===== config.mk =====
export PLATFORM = sky130hd
export DESIGN_NAME = fifo_wr_arbiter_flat
export DESIGN_NICKNAME = d
export VERILOG_FILES = /design/src/rtl/fifo_wr_arbiter_if.sv /design/src/rtl/fifo_wr_arbiter.sv /design/src/flat_wrapper.sv
export SDC_FILE = /design/constraint.sdc
export NUM_CORES = 1
export LEC_CHECK = 0
export ABC_AREA = 1
export CORE_AREA = 2 2 67 69
export CTS_CLUSTER_SIZE = 8
export DETAILED_ROUTE_END_ITERATION = 8
export DIE_AREA = 0 0 69 71
export PLACE_DENSITY_LB_ADDON = 0.3
export SYNTH_ARGS = -nofsm -noshare
export SYNTH_HDL_FRONTEND = slang
export SYNTH_SLANG_ARGS = --single-unit

===== constraint.sdc =====
create_clock -name clk_A -period 1.5 [get_ports clk_A]
set_input_delay 0.15 -clock clk_A [delete_from_list [all_inputs] [get_ports clk_A]]
set_output_delay 0.15 -clock clk_A [all_outputs]
set_load 0.01 [all_outputs]

===== src/rtl/fifo_wr_arbiter_if.sv =====
// Write-port bundle between packet sources, the round-robin arbiter and the FIFO RAM.
// The master side drives requests and full; the slave side (arbiter) answers.
interface fifo_wr_arbiter_if #(
   parameter int unsigned DATA_WIDTH = 8,
   parameter int unsigned ADDR_WIDTH = 3,
   parameter int unsigned NUM_REQ    = 4
);
   localparam int unsigned ID_W  = $clog2(NUM_REQ);
   localparam int unsigned PTR_W = ADDR_WIDTH + 1;

   logic [NUM_REQ-1:0]            req_valid;
   logic [NUM_REQ*DATA_WIDTH-1:0] req_data;
   logic [NUM_REQ-1:0]            req_last;
   logic [NUM_REQ-1:0]            req_ready;
   logic                          full;
   logic                          wr_en;
   logic [DATA_WIDTH-1:0]         wr_data;
   logic [ADDR_WIDTH-1:0]         wr_addr;
   logic [PTR_W-1:0]              wr_ptr;
   logic [PTR_W-1:0]              g_wr_ptr;
   logic [ID_W-1:0]               grant_id;
   logic                          busy;

   modport master (
      output req_valid, req_data, req_last, full,
      input  req_ready, wr_en, wr_data, wr_addr, wr_ptr, g_wr_ptr, grant_id, busy
   );

   modport slave (
      input  req_valid, req_data, req_last, full,
      output req_ready, wr_en, wr_data, wr_addr, wr_ptr, g_wr_ptr, grant_id, busy
   );
endinterface


===== src/rtl/fifo_wr_arbiter.sv =====
// Round-robin sequencer for the async FIFO write port: shares the port among
// NUM_REQ packet sources and owns the binary and gray write pointers.
module fifo_wr_arbiter #(
   parameter int unsigned DATA_WIDTH = 8,
   parameter int unsigned ADDR_WIDTH = 3,
   parameter int unsigned NUM_REQ    = 4,
   parameter int unsigned MAX_BURST  = 8
) (
   input  logic             clk_A,
   input  logic             rst,
   fifo_wr_arbiter_if.slave bus
);
   localparam int unsigned ID_W  = $clog2(NUM_REQ);
   localparam int unsigned PTR_W = ADDR_WIDTH + 1;
   localparam int unsigned CNT_W = $clog2(MAX_BURST + 1);

   typedef enum logic {IDLE, XFER} state_t;

   state_t                state;
   logic [ID_W-1:0]       grant_id;
   logic [ID_W-1:0]       rr_last;
   logic [CNT_W-1:0]      beat_cnt;
   logic [PTR_W-1:0]      wr_ptr;
   logic [PTR_W-1:0]      g_wr_ptr;
   logic                  busy;

   logic [ID_W-1:0]       pick;
   logic                  pick_vld;
   logic [ID_W:0]         cand;
   logic [NUM_REQ-1:0]    ready_c;
   logic [DATA_WIDTH-1:0] data_c;
   logic                  beat_c;
   logic                  exit_c;
   logic [PTR_W-1:0]      wr_ptr_nxt;

   // First valid requester after rr_last, wrapping at NUM_REQ
   always_comb begin
      pick     = '0;
      pick_vld = 1'b0;
      cand     = '0;
      for (int k = 1; k <= int'(NUM_REQ); k++) begin
         cand = (ID_W+1)'(rr_last) + (ID_W+1)'(k);
         if (cand >= (ID_W+1)'(NUM_REQ)) cand = cand - (ID_W+1)'(NUM_REQ);
         if (!pick_vld && bus.req_valid[cand[ID_W-1:0]]) begin
            pick     = cand[ID_W-1:0];
            pick_vld = 1'b1;
         end
      end
   end

   // Owner-only handshake; nothing here looks at other requesters' valid
   always_comb begin
      ready_c = '0;
      data_c  = '0;
      if (state == XFER) begin
         ready_c = NUM_REQ'(!bus.full) << grant_id;
         data_c  = DATA_WIDTH'(bus.req_data >> (grant_id * DATA_WIDTH));
      end
   end

   assign beat_c     = (state == XFER) && bus.req_valid[grant_id] && !bus.full;
   assign exit_c     = bus.req_last[grant_id] || (beat_cnt == CNT_W'(MAX_BURST - 1));
   assign wr_ptr_nxt = wr_ptr + PTR_W'(1);

   always_ff @(posedge clk_A or negedge rst) begin
      if (!rst) begin
         state    <= IDLE;
         grant_id <= '0;
         rr_last  <= ID_W'(NUM_REQ - 1);
         beat_cnt <= '0;
         wr_ptr   <= '0;
         g_wr_ptr <= '0;
         busy     <= 1'b0;
      end else begin
         case (state)
            IDLE: begin
               if (pick_vld) begin
                  grant_id <= pick;
                  state    <= XFER;
                  busy     <= 1'b1;
               end
            end
            XFER: begin
               if (beat_c) begin
                  wr_ptr   <= wr_ptr_nxt;
                  g_wr_ptr <= wr_ptr_nxt ^ (wr_ptr_nxt >> 1);
                  // Packet end or burst cap hands the port to the next requester
                  if (exit_c) begin
                     state    <= IDLE;
                     busy     <= 1'b0;
                     rr_last  <= grant_id;
                     beat_cnt <= '0;
                  end else begin
                     beat_cnt <= beat_cnt + CNT_W'(1);
                  end
               end
            end
            default: state <= IDLE;
         endcase
      end
   end

   assign bus.req_ready = ready_c;
   assign bus.wr_en     = beat_c;
   assign bus.wr_data   = data_c;
   assign bus.wr_addr   = wr_ptr[ADDR_WIDTH-1:0];
   assign bus.wr_ptr    = wr_ptr;
   assign bus.g_wr_ptr  = g_wr_ptr;
   assign bus.grant_id  = grant_id;
   assign bus.busy      = busy;
endmodule


===== src/flat_wrapper.sv =====
// flat-port wrapper written by rule: the top's interface ports become plain ports
module fifo_wr_arbiter_flat 
#(
   parameter int unsigned DATA_WIDTH = 8,
   parameter int unsigned ADDR_WIDTH = 3,
   parameter int unsigned NUM_REQ    = 4,
   parameter int unsigned MAX_BURST  = 8
)
  (clk_A, rst, bus_req_valid, bus_req_data, bus_req_last, bus_full, bus_req_ready, bus_wr_en, bus_wr_data, bus_wr_addr, bus_wr_ptr, bus_g_wr_ptr, bus_grant_id, bus_busy);
  fifo_wr_arbiter_if #(.DATA_WIDTH(DATA_WIDTH), .ADDR_WIDTH(ADDR_WIDTH), .NUM_REQ(NUM_REQ)) bus_i ();
  input  logic clk_A;
  input  logic rst;
  input wire logic [$bits(bus_i.req_valid)-1:0] bus_req_valid;
  input wire logic [$bits(bus_i.req_data)-1:0] bus_req_data;
  input wire logic [$bits(bus_i.req_last)-1:0] bus_req_last;
  input wire logic [$bits(bus_i.full)-1:0] bus_full;
  output wire logic [$bits(bus_i.req_ready)-1:0] bus_req_ready;
  output wire logic [$bits(bus_i.wr_en)-1:0] bus_wr_en;
  output wire logic [$bits(bus_i.wr_data)-1:0] bus_wr_data;
  output wire logic [$bits(bus_i.wr_addr)-1:0] bus_wr_addr;
  output wire logic [$bits(bus_i.wr_ptr)-1:0] bus_wr_ptr;
  output wire logic [$bits(bus_i.g_wr_ptr)-1:0] bus_g_wr_ptr;
  output wire logic [$bits(bus_i.grant_id)-1:0] bus_grant_id;
  output wire logic [$bits(bus_i.busy)-1:0] bus_busy;
  assign bus_i.req_valid = bus_req_valid;
  assign bus_i.req_data = bus_req_data;
  assign bus_i.req_last = bus_req_last;
  assign bus_i.full = bus_full;
  assign bus_req_ready = bus_i.req_ready;
  assign bus_wr_en = bus_i.wr_en;
  assign bus_wr_data = bus_i.wr_data;
  assign bus_wr_addr = bus_i.wr_addr;
  assign bus_wr_ptr = bus_i.wr_ptr;
  assign bus_g_wr_ptr = bus_i.g_wr_ptr;
  assign bus_grant_id = bus_i.grant_id;
  assign bus_busy = bus_i.busy;
  fifo_wr_arbiter #(.DATA_WIDTH(DATA_WIDTH), .ADDR_WIDTH(ADDR_WIDTH), .NUM_REQ(NUM_REQ), .MAX_BURST(MAX_BURST)) u_core (.clk_A(clk_A), .rst(rst), .bus(bus_i));
endmodule

==> impl_metrics.py <==
metrics = {
    "run_status": {
        "status": "finished, violations left",
        "violations": "negative setup slack",
    },
    "grt": {
        "grt_pass1_vias": 1660,
        "grt_util_all_layers_pct": 18.0,
        "antenna_found_initial": 0,
        "grt_max_degree": 18,
        "grt_pass1_wl_um": 7340,
        "grt.overflow.total": 0,
    },
    "route": {
        "vias_per_cell": 4.73,
        "first_pass_iters": 4,
        "drtIter0Drc": 70,
        "vias": 1718,
        "wl_per_cell_um": 12.9,
        "antenna_left": 0,
        "drc": 0,
        "drt_wl_total_um": 4690,
    },
    "timing": {
        "post-route-period-util_pct": 107,
        "holdWs_ns": 0.211,
        "slew_violations": 0,
        "slew_headroom_pct": 82.5,
        "hold_viol_final": 0,
        "worst_pin_slew_ns": 0.261,
        "timing.setup.tns_ns": -0.807,
        "fmax_mhz": 624,
        "setup_slack_ns": -0.104,
        "finClkSkew_ns": 0.00412,
        "rsz0062_at_grt": "yes",
        "finalSetupViolations": 17,
        "min_period_ns": 1.60,
    },
    "logic_synthesis": {
        "ys_seq_area_share_pct": 30.0,
        "postSynthNetCount": 262,
        "synth.area.top_cells": "dfrtp_1 26%, nand2_1 17%, nor2_1 10%, o21ai_0 4.9%, nand2_4 4.7%",
        "yosys.area.top_type_share_pct": 26.3,
        "synthDistinctLibCells": 24,
        "ys_ff_latch": 17,
        "yosysWarningCount": 0,
        "yosysTopAreaCell": "dfrtp_1",
        "syn_avg_cell_area_um2": 6.57,
        "syn_inst": 217,
        "synthesis.area_um2": 1430,
    },
    "worst_setup_path": {
        "setup.worst_path.end": "bus_wr_en",
        "cp_common_cell": "buf_6",
        "reg2reg_from": "u_core.bus.grant_id[0]",
        "cp-startpoint": "u_core.bus.grant_id[0]",
        "cp_slowest_cell": "dfrtp_2",
        "cp.required_ns": 1.35,
        "cp.depth": 8,
        "crit_type": "flip-flop to output port",
        "reg2regPathDepth": 11,
        "path_max_fanout": 5,
        "worst-path-buf-inv": 5,
        "end_kind": "output port",
        "cpPeakStageDelay_ns": 0.46,
        "path_cells": "inv_4 > buf_6 > buf_6 > nand2_2 > nand3_2 > nand3_2 > inv_2 > buf_6",
        "cp.arrival_ns": 1.45,
        "startpoint_type": "flip-flop",
        "crit_family": "buffers and inverters",
        "rrSetupSlack_ns": -0.09,
        "r2r_end": "u_core.bus.busy",
    },
    "clock_network": {
        "cts_root_buf": "clkbuf_8",
        "cts_hold_buf": 0,
        "cts.path.max_buffers": 2,
        "cts_tree": "done",
        "htree_num_levels": 1,
        "clk_latency_ns": 0.25,
        "clkSlewWorstSetupHoldPaths_ns": 0.07,
        "clock-sinks": 17,
        "cts_made_buffers": 3,
    },
    "floorplanning": {
        "core_area_um2": 4200,
        "die_w_um": 69,
        "start_util_pct": 33.9,
        "die_area_um2": 4900,
        "pin_count": 70,
        "rows": 24,
        "die_y_um": 71,
    },
    "place": {
        "placed_cells": 345,
        "hpwl_um": 3230,
        "io_buffers": 69,
        "gp_congestion": 0.808,
        "place_area_um2": 2230,
    },
    "power": {
        "vdd_drop_max_mv": 1.19,
        "p_comb_share_pct": 74.3,
        "swShare_pct": 47.3,
        "sequentialPowerShare_pct": 19.0,
        "leakagePower_nw": 1.23,
        "p_per_area_nw_per_um2": 2010,
        "pwr-share-clk_pct": 6.7,
        "intPower_mw": 2.69,
        "p_switching_mw": 2.41,
    },
    "cells_and_area": {
        "layout-drive-gt1-share_pct": 35.7,
        "final_cells": 363,
        "final_cell_area_um2": 2530,
        "synthToLayoutAreaGrowth_pct": 77.8,
        "diodes": 0,
        "nNetsFinal": 357,
    },
    "worst_hold_path": {
        "hold_class": "input pin to async pin",
    },
    "run": {
        "cap_violations": 0,
    },
}
[synthesized netlist by cell type]
cell / instances
nand3_1: 13
nor2_1: 38
nand2_4: 6
inv_2: 8
a21oi_1: 9
nand2_1: 66
nand2_2: 5
inv_4: 1
nand3_2: 2
ha_1: 2
dfstp_2: 2
o21ai_0: 14
o21ai_1: 5
buf_4: 5
buf_6: 3
o32ai_1: 4
o21ai_2: 1
dfrtp_1: 15
inv_1: 8
nand4_1: 1
xor2_1: 2
buf_2: 3
xnor2_1: 3
nor2_4: 1
[layout make-up]
cell class	instances	area (um^2)
Clock inverter	1	5.00
Tap cell	52	65.1
Inverter	17	71.3
Timing Repair Buffer	101	915
Fill cell	399	1670
Sequential cell	17	430
Multi-Input combinational cell	172	1010
Clock buffer	3	41.3
[layer usage]
metal | up-vias | wire, um | track usage (%)
li1 | 877 | - | -
met1 | 795 | 1960 | 21.2
met5 | - | 0 | 0
met3 | 8 | 176 | 2.56
met2 | 38 | 2490 | 33.4
met4 | 0 | 63 | 5.88
[placed cells by master, fill, tap and decap left out, types with 5 or more instances in the layout]
cell type and n:
nand2_2 19, inv_1 8, a21oi_1 8, buf_4 22, buf_6 10, buf_2 11
o21ai_1 5, nand2_1 48, o21ai_0 9, inv_2 6, dfrtp_1 13, nand2_4 9
nand3_1 10, nand3_2 5, clkdlybuf4s50_1 54, o21ai_2 5, nor2_1 34
[worst reg2reg max path, stage by stage, from the launching register on]
cell and delay, ns:
dfrtp_2 0.46, inv_4 0.10, buf_6 0.11, buf_6 0.10
nand2_2 0.05, nand3_2 0.08, nand3_2 0.10, inv_2 0.11
buf_8 0.16, nand2_8 0.09, nand2_2 0.09, nand2_2 0.05
[state kept, by name, summed over array words and instances (netlist names)]
name and flops:
u_core.bus.grant_id 2, u_core.bus.wr_ptr 4, u_core.bus.busy 1, u_core.beat_cnt 4
u_core.bus.g_wr_ptr 3, u_core.rr_last 2, u_core.state 1
[how the worst min path moves through the flow]
stage                    start                   end  slack [ns]  cells past startpoint
3_3_place_gp   u_core.bus.busy       u_core.bus.busy        0.47                      2
2_1_floorplan              rst    u_core.beat_cnt[0]       -0.15                      0
5_1_grt                    rst  u_core.bus.wr_ptr[3]        0.24                      2
4_1_cts                    rst  u_core.bus.wr_ptr[3]        0.22                      2
3_5_place_dp   u_core.bus.busy       u_core.bus.busy        0.47                      2
6_report                   rst  u_core.bus.wr_ptr[3]        0.21                      2
[power groups by stage]
| stage | Combinational [mW] | Clock [mW] | Sequential (mW) |
|---|---|---|---|
| finish | 3.79 | 0.341 | 0.967 |
| detailed placement | 3.21 | 0 | 0.921 |
| global placement | 3.18 | 0 | 0.914 |
| global route | 4.15 | 0.367 | 0.998 |
| CTS | 3.49 | 0.343 | 0.940 |
| floorplan | 1.95 | 0 | 0.918 |
[what timing repair did]
| item | 4_1_cts | 5_1_grt |
|---|---|---|
| cloned | 1 | 0 |
| endpoints found under the hold margin | 0 | 0 |
| endpoints found under the setup margin | 20 | 29 |
| setup buffers | 8 | 6 |
| gates resized for setup | 80 | 38 |
| pin swaps | 7 | 10 |
[logic make-up (layout without fill, tap and decap cells)]
kind of cell / Yosys count / after routing / share of synthesized area (%)
and+or+nand+nor: 132 / 132 / 41.5
AOI/OAI and AO/OA: 33 / 33 / 12.9
buffers and inverters: 28 / 122 / 10.7
DFF: 17 / 17 / 30.0
xor gates and xnor gates: 5 / 5 / 3.07
adders and majority gates: 2 / 2 / 1.76
[through the flow]
step,power (mW),worst slack [ns],utilization (%)
finish,5.10,-0.104,60.3
global route,5.52,-0.166,60.3
CTS,4.77,-0.112,57.7
detailed placement,4.14,-0.216,53.0
global placement,4.09,-0.208,53.0
floorplan,2.87,0.0894,-
(Power assumes the default switching activity.)
